File: config.mk
export PLATFORM = sky130hd
export DESIGN_NAME = debounce_sync
export DESIGN_NICKNAME = d
export VERILOG_FILES = /design/src/rtl/debounce_sync.sv
export SDC_FILE = /design/constraint.sdc
export NUM_CORES = 1
export LEC_CHECK = 0
export BUFFER_PORTS_ARGS = -buffer_cell sky130_fd_sc_hd__buf_2
export CORE_AREA = 2 2 39 41
export CTS_CLUSTER_DIAMETER = 60
export DETAILED_ROUTE_END_ITERATION = 10
export DIE_AREA = 0 0 41 43
export GPL_ROUTABILITY_DRIVEN = 0
export GPL_TIMING_DRIVEN = 0
export PLACE_DENSITY = 0.62
export SLEW_MARGIN = 20
export SYNTH_ARGS = -nofsm -noshare
export SYNTH_HDL_FRONTEND = slang
export SYNTH_SLANG_ARGS = --single-unit
File: constraint.sdc
create_clock -name clk -period 1.5 [get_ports clk]
set_clock_uncertainty 0.1 [all_clocks]
set_input_delay 0.225 -clock clk [delete_from_list [all_inputs] [get_ports clk]]
set_output_delay 0.225 -clock clk [all_outputs]
set_load 0.02 [all_outputs]
File: src/rtl/debounce_sync.sv
// debounce_sync: conditions a raw asynchronous input into a clean debounced level
// plus single-cycle rise/fall pulses. An N-stage synchroniser feeds a
// counter-qualified FSM that accepts a new level only after COUNT_MAX
// consecutive agreeing samples.
//
//   state      | meaning
//   -----------+--------------------------------------------------
//   S_LOW      | settled low, dout=0
//   S_WAIT_HI  | s=1 seen, counting toward acceptance of high, dout=0
//   S_HIGH     | settled high, dout=1
//   S_WAIT_LO  | s=0 seen, counting toward acceptance of low, dout=1
module debounce_sync #(
    parameter int SYNC_STAGES = 2,
    parameter int COUNT_MAX   = 16
) (
    input  logic clk,
    input  logic reset,
    input  logic din,
    input  logic clear_b,
    output logic dout,
    output logic rise,
    output logic fall,
    output logic busy
);

    localparam int CNT_W = $clog2(COUNT_MAX + 1);
    localparam logic [CNT_W-1:0] CNT_LAST = CNT_W'(COUNT_MAX - 1);
    localparam logic [CNT_W-1:0] CNT_ONE  = CNT_W'(1);

    // Encoding chosen so dout is bit 1 and busy is bit 0: both outputs come
    // straight from a flop with no decode logic, so they cannot glitch.
    typedef enum logic [1:0] {
        S_LOW     = 2'b00,
        S_WAIT_HI = 2'b01,
        S_HIGH    = 2'b10,
        S_WAIT_LO = 2'b11
    } state_t;

    logic [SYNC_STAGES-1:0] sync_q;
    logic                   s;

    state_t           state_q, state_d;
    logic [CNT_W-1:0] cnt_q, cnt_d;
    logic             rise_q, rise_d;
    logic             fall_q, fall_d;

    // Synchroniser chain; the clear does not touch it so the true input
    // level is always available for re-qualification.
    always_ff @(posedge clk or posedge reset) begin
        if (reset) begin
            sync_q <= '0;
        end else begin
            sync_q <= {sync_q[SYNC_STAGES-2:0], din};
        end
    end

    assign s = sync_q[SYNC_STAGES-1];

    // FSM state, qualification counter and registered edge pulses.
    always_ff @(posedge clk or posedge reset) begin
        if (reset) begin
            state_q <= S_LOW;
            cnt_q   <= '0;
            rise_q  <= 1'b0;
            fall_q  <= 1'b0;
        end else begin
            state_q <= state_d;
            cnt_q   <= cnt_d;
            rise_q  <= rise_d;
            fall_q  <= fall_d;
        end
    end

    // Next-state logic; the synchronous clear dominates any acceptance.
    always_comb begin
        state_d = state_q;
        cnt_d   = cnt_q;
        rise_d  = 1'b0;
        fall_d  = 1'b0;
        if (!clear_b) begin
            state_d = S_LOW;
            cnt_d   = '0;
        end else begin
            case (state_q)
                S_LOW: begin
                    if (s) begin
                        state_d = S_WAIT_HI;
                        cnt_d   = CNT_ONE;
                    end
                end
                S_WAIT_HI: begin
                    if (!s) begin
                        state_d = S_LOW;
                        cnt_d   = '0;
                    end else if (cnt_q == CNT_LAST) begin
                        state_d = S_HIGH;
                        cnt_d   = '0;
                        rise_d  = 1'b1;
                    end else begin
                        cnt_d = cnt_q + CNT_ONE;
                    end
                end
                S_HIGH: begin
                    if (!s) begin
                        state_d = S_WAIT_LO;
                        cnt_d   = CNT_ONE;
                    end
                end
                S_WAIT_LO: begin
                    if (s) begin
                        state_d = S_HIGH;
                        cnt_d   = '0;
                    end else if (cnt_q == CNT_LAST) begin
                        state_d = S_LOW;
                        cnt_d   = '0;
                        fall_d  = 1'b1;
                    end else begin
                        cnt_d = cnt_q + CNT_ONE;
                    end
                end
                default: begin
                    state_d = S_LOW;
                    cnt_d   = '0;
                end
            endcase
        end
    end

    // Outputs taken directly from state and pulse flops.
    always_comb begin
        dout = state_q[1];
        busy = state_q[0];
        rise = rise_q;
        fall = fall_q;
    end

endmodule

==> run summary <==
Status: finished, final reports clean
Avg Cell Area, Syn: 10.90 um2
Post-DRT Antenna Nets: 0
Global route overflow: 0
WS Path Type: reg2reg
Period utilization: 0.9711
Post-Layout Cell Count: 77
Vias in the first global route: 363
Yosys warns: 0
Net Sw Frac: 0.2353
Power share of the sequential group: 0.558
Max-slew headroom: 0.7155
CTS max path bufs: 2
Cells after Synth: 49
Total Routing Usage GR: 0.1465
Yosys cell types: 24
Area of the multi-input gates: 254.0 um2
Met3 GRT Util: 0.03141
Post-Syn Nets: 54
First-pass GRT wire length: 1.662 mm
Int Power: 0.4243 mW
Setup crit start kind: register
Drt first-iter violations: 8
Critical Path RT: 1.55 ns
Setup_tns: 0 ns
Measured slew at the worst slew-check pin: 0.4263 ns
Comb pwr share: 0.080
Cell area power density: 847.8 nW/um2
DIE HEIGHT: 43 um
DR vias: 406
RSZ-0062 raised after global routing: false
Ant. Diodes: 0
Initial antenna violation count: 0
Synth-to-layout area growth: 22.48%
Tmin final: 1.457 ns
Maximum number of pins on one net before global-route repair: 12
Final instance area: 654.4 um2
Clock Tree Root: clkbuf_4
CTS H-Tree Depth: 1
Finish-stage setup viols: 0
Fillcell total: 127
Placed instance count: 71
CTS sink cnt: 11
Net Sw Power: 0.1305 mW
Max_cap viols: 0
Clock power frac: 0.362
Std-Cell Rows: 14
Slew Limit Fails: 0
Grt met1 use: 0.1980
Yosys reg bits: 11
CP Capture Type: register
Peak VDD IR: 0.3817 mV
Worst skew pair latency: 0.26 ns
Met2 usage in global routing: 0.1906
DP HPWL: 670.2 um
Die X: 41 um
Initial Util: 0.3861
# port buffers: 6
Top Ports: 8
WL final: 999 um
TritonCTS clock tree: done
Fmax: 686.5 MHz
WL/cell: 12.97 um
Min-delay worst type: in2reg
CP arrival: 1.51 ns
Die area: 1763 um2
Core area: 1384 um2
Final nets: 67
DR DRC count: 0
CP max FO: 10
Via density: 5.273
Clock slew at reported path FFs: 0.07 ns
Sequential area share after synthesis: 0.5152
Cell Area, Synth: 534.3 um2
Final Hold Vio Count: 0
First-pass DRT Iterations: 3
FF+latch area: 276.5 um2
Leak Pwr: 0.3002 nW
Dpl cell area: 584.3 um2
Share of layout cells above drive strength 1: 0.2951
GR peak layer: met1
Total CTS buffers: 3
Yosys cell counts:
cell,number,area (um2)
and4b_2,1,11.26
or4b_1,1,10.01
inv_1,2,7.510
buf_2,2,10.01
o21a_1,1,7.510
and4b_1,2,20.02
clkbuf_1,1,3.750
a21oi_1,2,10.01
a21boi_0,1,7.510
dfrtp_1,11,275.3
o21ai_0,2,10.01
o31a_1,1,8.760
nand2b_1,2,12.51
o211ai_2,1,12.51
nor3b_1,4,30.03
ha_1,1,12.51
nand4b_1,1,8.760
and4_1,1,8.760
or3_1,1,6.260
o211a_1,1,10.01
nand3_1,5,25.02
nand4_1,1,6.260
nand2_1,3,11.26
xor2_1,1,8.760
flip-flops by register name, indices dropped and copies added, names as in the netlist:
register and flops:
cnt_q 5, state_q 2, sync_q 2, fall 1, rise 1
worst paths after layout:
path | startpoint | end | slack [ns] | cells after the start
setup reg to reg | state_q[1]$_DFFE_PP0P_ | cnt_q[2]$_DFFE_PP0P_ | 0.04 | 4
min in group asynchronous | reset | cnt_q[0]$_DFFE_PP0P_ | 0.42 | 3
setup / recovery | state_q[1]$_DFFE_PP0P_ | cnt_q[2]$_DFFE_PP0P_ | 0.04 | 4
max in group asynchronous | reset | state_q[1]$_DFFE_PP0P_ | 0.56 | 3
hold reg to reg | sync_q[0]$_DFF_PP0_ | sync_q[1]$_DFF_PP0_ | 0.25 | 0
hold / removal | clear_b | state_q[0]$_DFFE_PP0P_ | 0.15 | 3
power groups by stage:
stage | clock network (mW) | registers [mW] | logic [mW]
after global placement | 0 | 0.315 | 0.0374
final | 0.201 | 0.310 | 0.0443
after floorplan | 0 | 0.315 | 0.0252
after detailed placement | 0 | 0.315 | 0.0375
after CTS | 0.211 | 0.309 | 0.0417
after global routing | 0.228 | 0.310 | 0.0506
cells in the final DEF, fill, tap and decap left out:
cell,Yosys,layout
nand4_1,1,1
dfrtp_1,11,10
o21ai_0,2,2
or4b_1,1,1
o211ai_2,1,1
o21a_1,1,1
nand3_1,5,5
buf_2,2,7
and4b_2,1,2
nand2b_1,2,2
o31a_1,1,1
nor3b_1,4,3
buf_6,0,1
or3_1,1,1
xor2_2,0,1
dfrtp_2,0,1
clkbuf_1,1,2
clkbuf_4,0,3
nand2_1,3,3
nand4b_1,1,1
o211a_1,1,1
a21oi_1,2,2
nor3b_2,0,1
inv_1,2,2
and4_1,1,1
ha_2,0,1
a21boi_0,1,1
and4b_1,2,1
dlygate4sd3_1,0,2
logic make-up (layout without fill, tap and decap cells):
group,after synthesis,count (layout),share of synthesized area
compound gates,9,9,0.1241
flops,11,11,0.5152
xor+xnor,1,1,0.01640
simple gates,22,22,0.2810
fa+ha+maj,1,1,0.02342
buf+inv,5,17,0.03981
repair_timing:
item,in CTS,in global routing
hold buffers,2,0
hold endpoints to repair,12,0
buffers inserted,0,0
setup endpoints to repair,0,5
resized for setup,0,8
final cells by class:
type | instances | share of cell area
clock buffer | 4 | 0.04015
inverter | 2 | 0.01147
tap | 16 | 0.03059
timing repair buffer | 8 | 0.07648
buffer | 3 | 0.03059
multi-input combinational | 33 | 0.3881
sequential | 11 | 0.4226
stage by stage:
stage               utilization  hold slack (ns)  power, mW  setup WS (ns)
floorplan                     -         -0.02256     0.3405       0.009914
global placement         0.4222           0.1347     0.3521        0.03675
detailed placement       0.4222           0.1371     0.3523        0.03569
CTS                      0.4557           0.1447     0.5613        0.01818
global route             0.4729           0.1641     0.5890       0.004688
finish                   0.4729           0.1509     0.5548        0.04333
worst max-delay path, stage by stage, from the launching register on:
cell	delay (ns)
dfrtp_2	0.45
xor2_2	0.20
buf_6	0.15
and4b_1	0.18
o31a_1	0.27
layer usage:
| metal | wire (um) | part of all wire |
|---|---|---|
| met2 | 476 | 0.48 |
| met5 | 0 | 0 |
| met3 | 23 | 0.023 |
| met1 | 484 | 0.48 |
| met4 | 15 | 0.015 |
(Power assumes the default switching activity.)
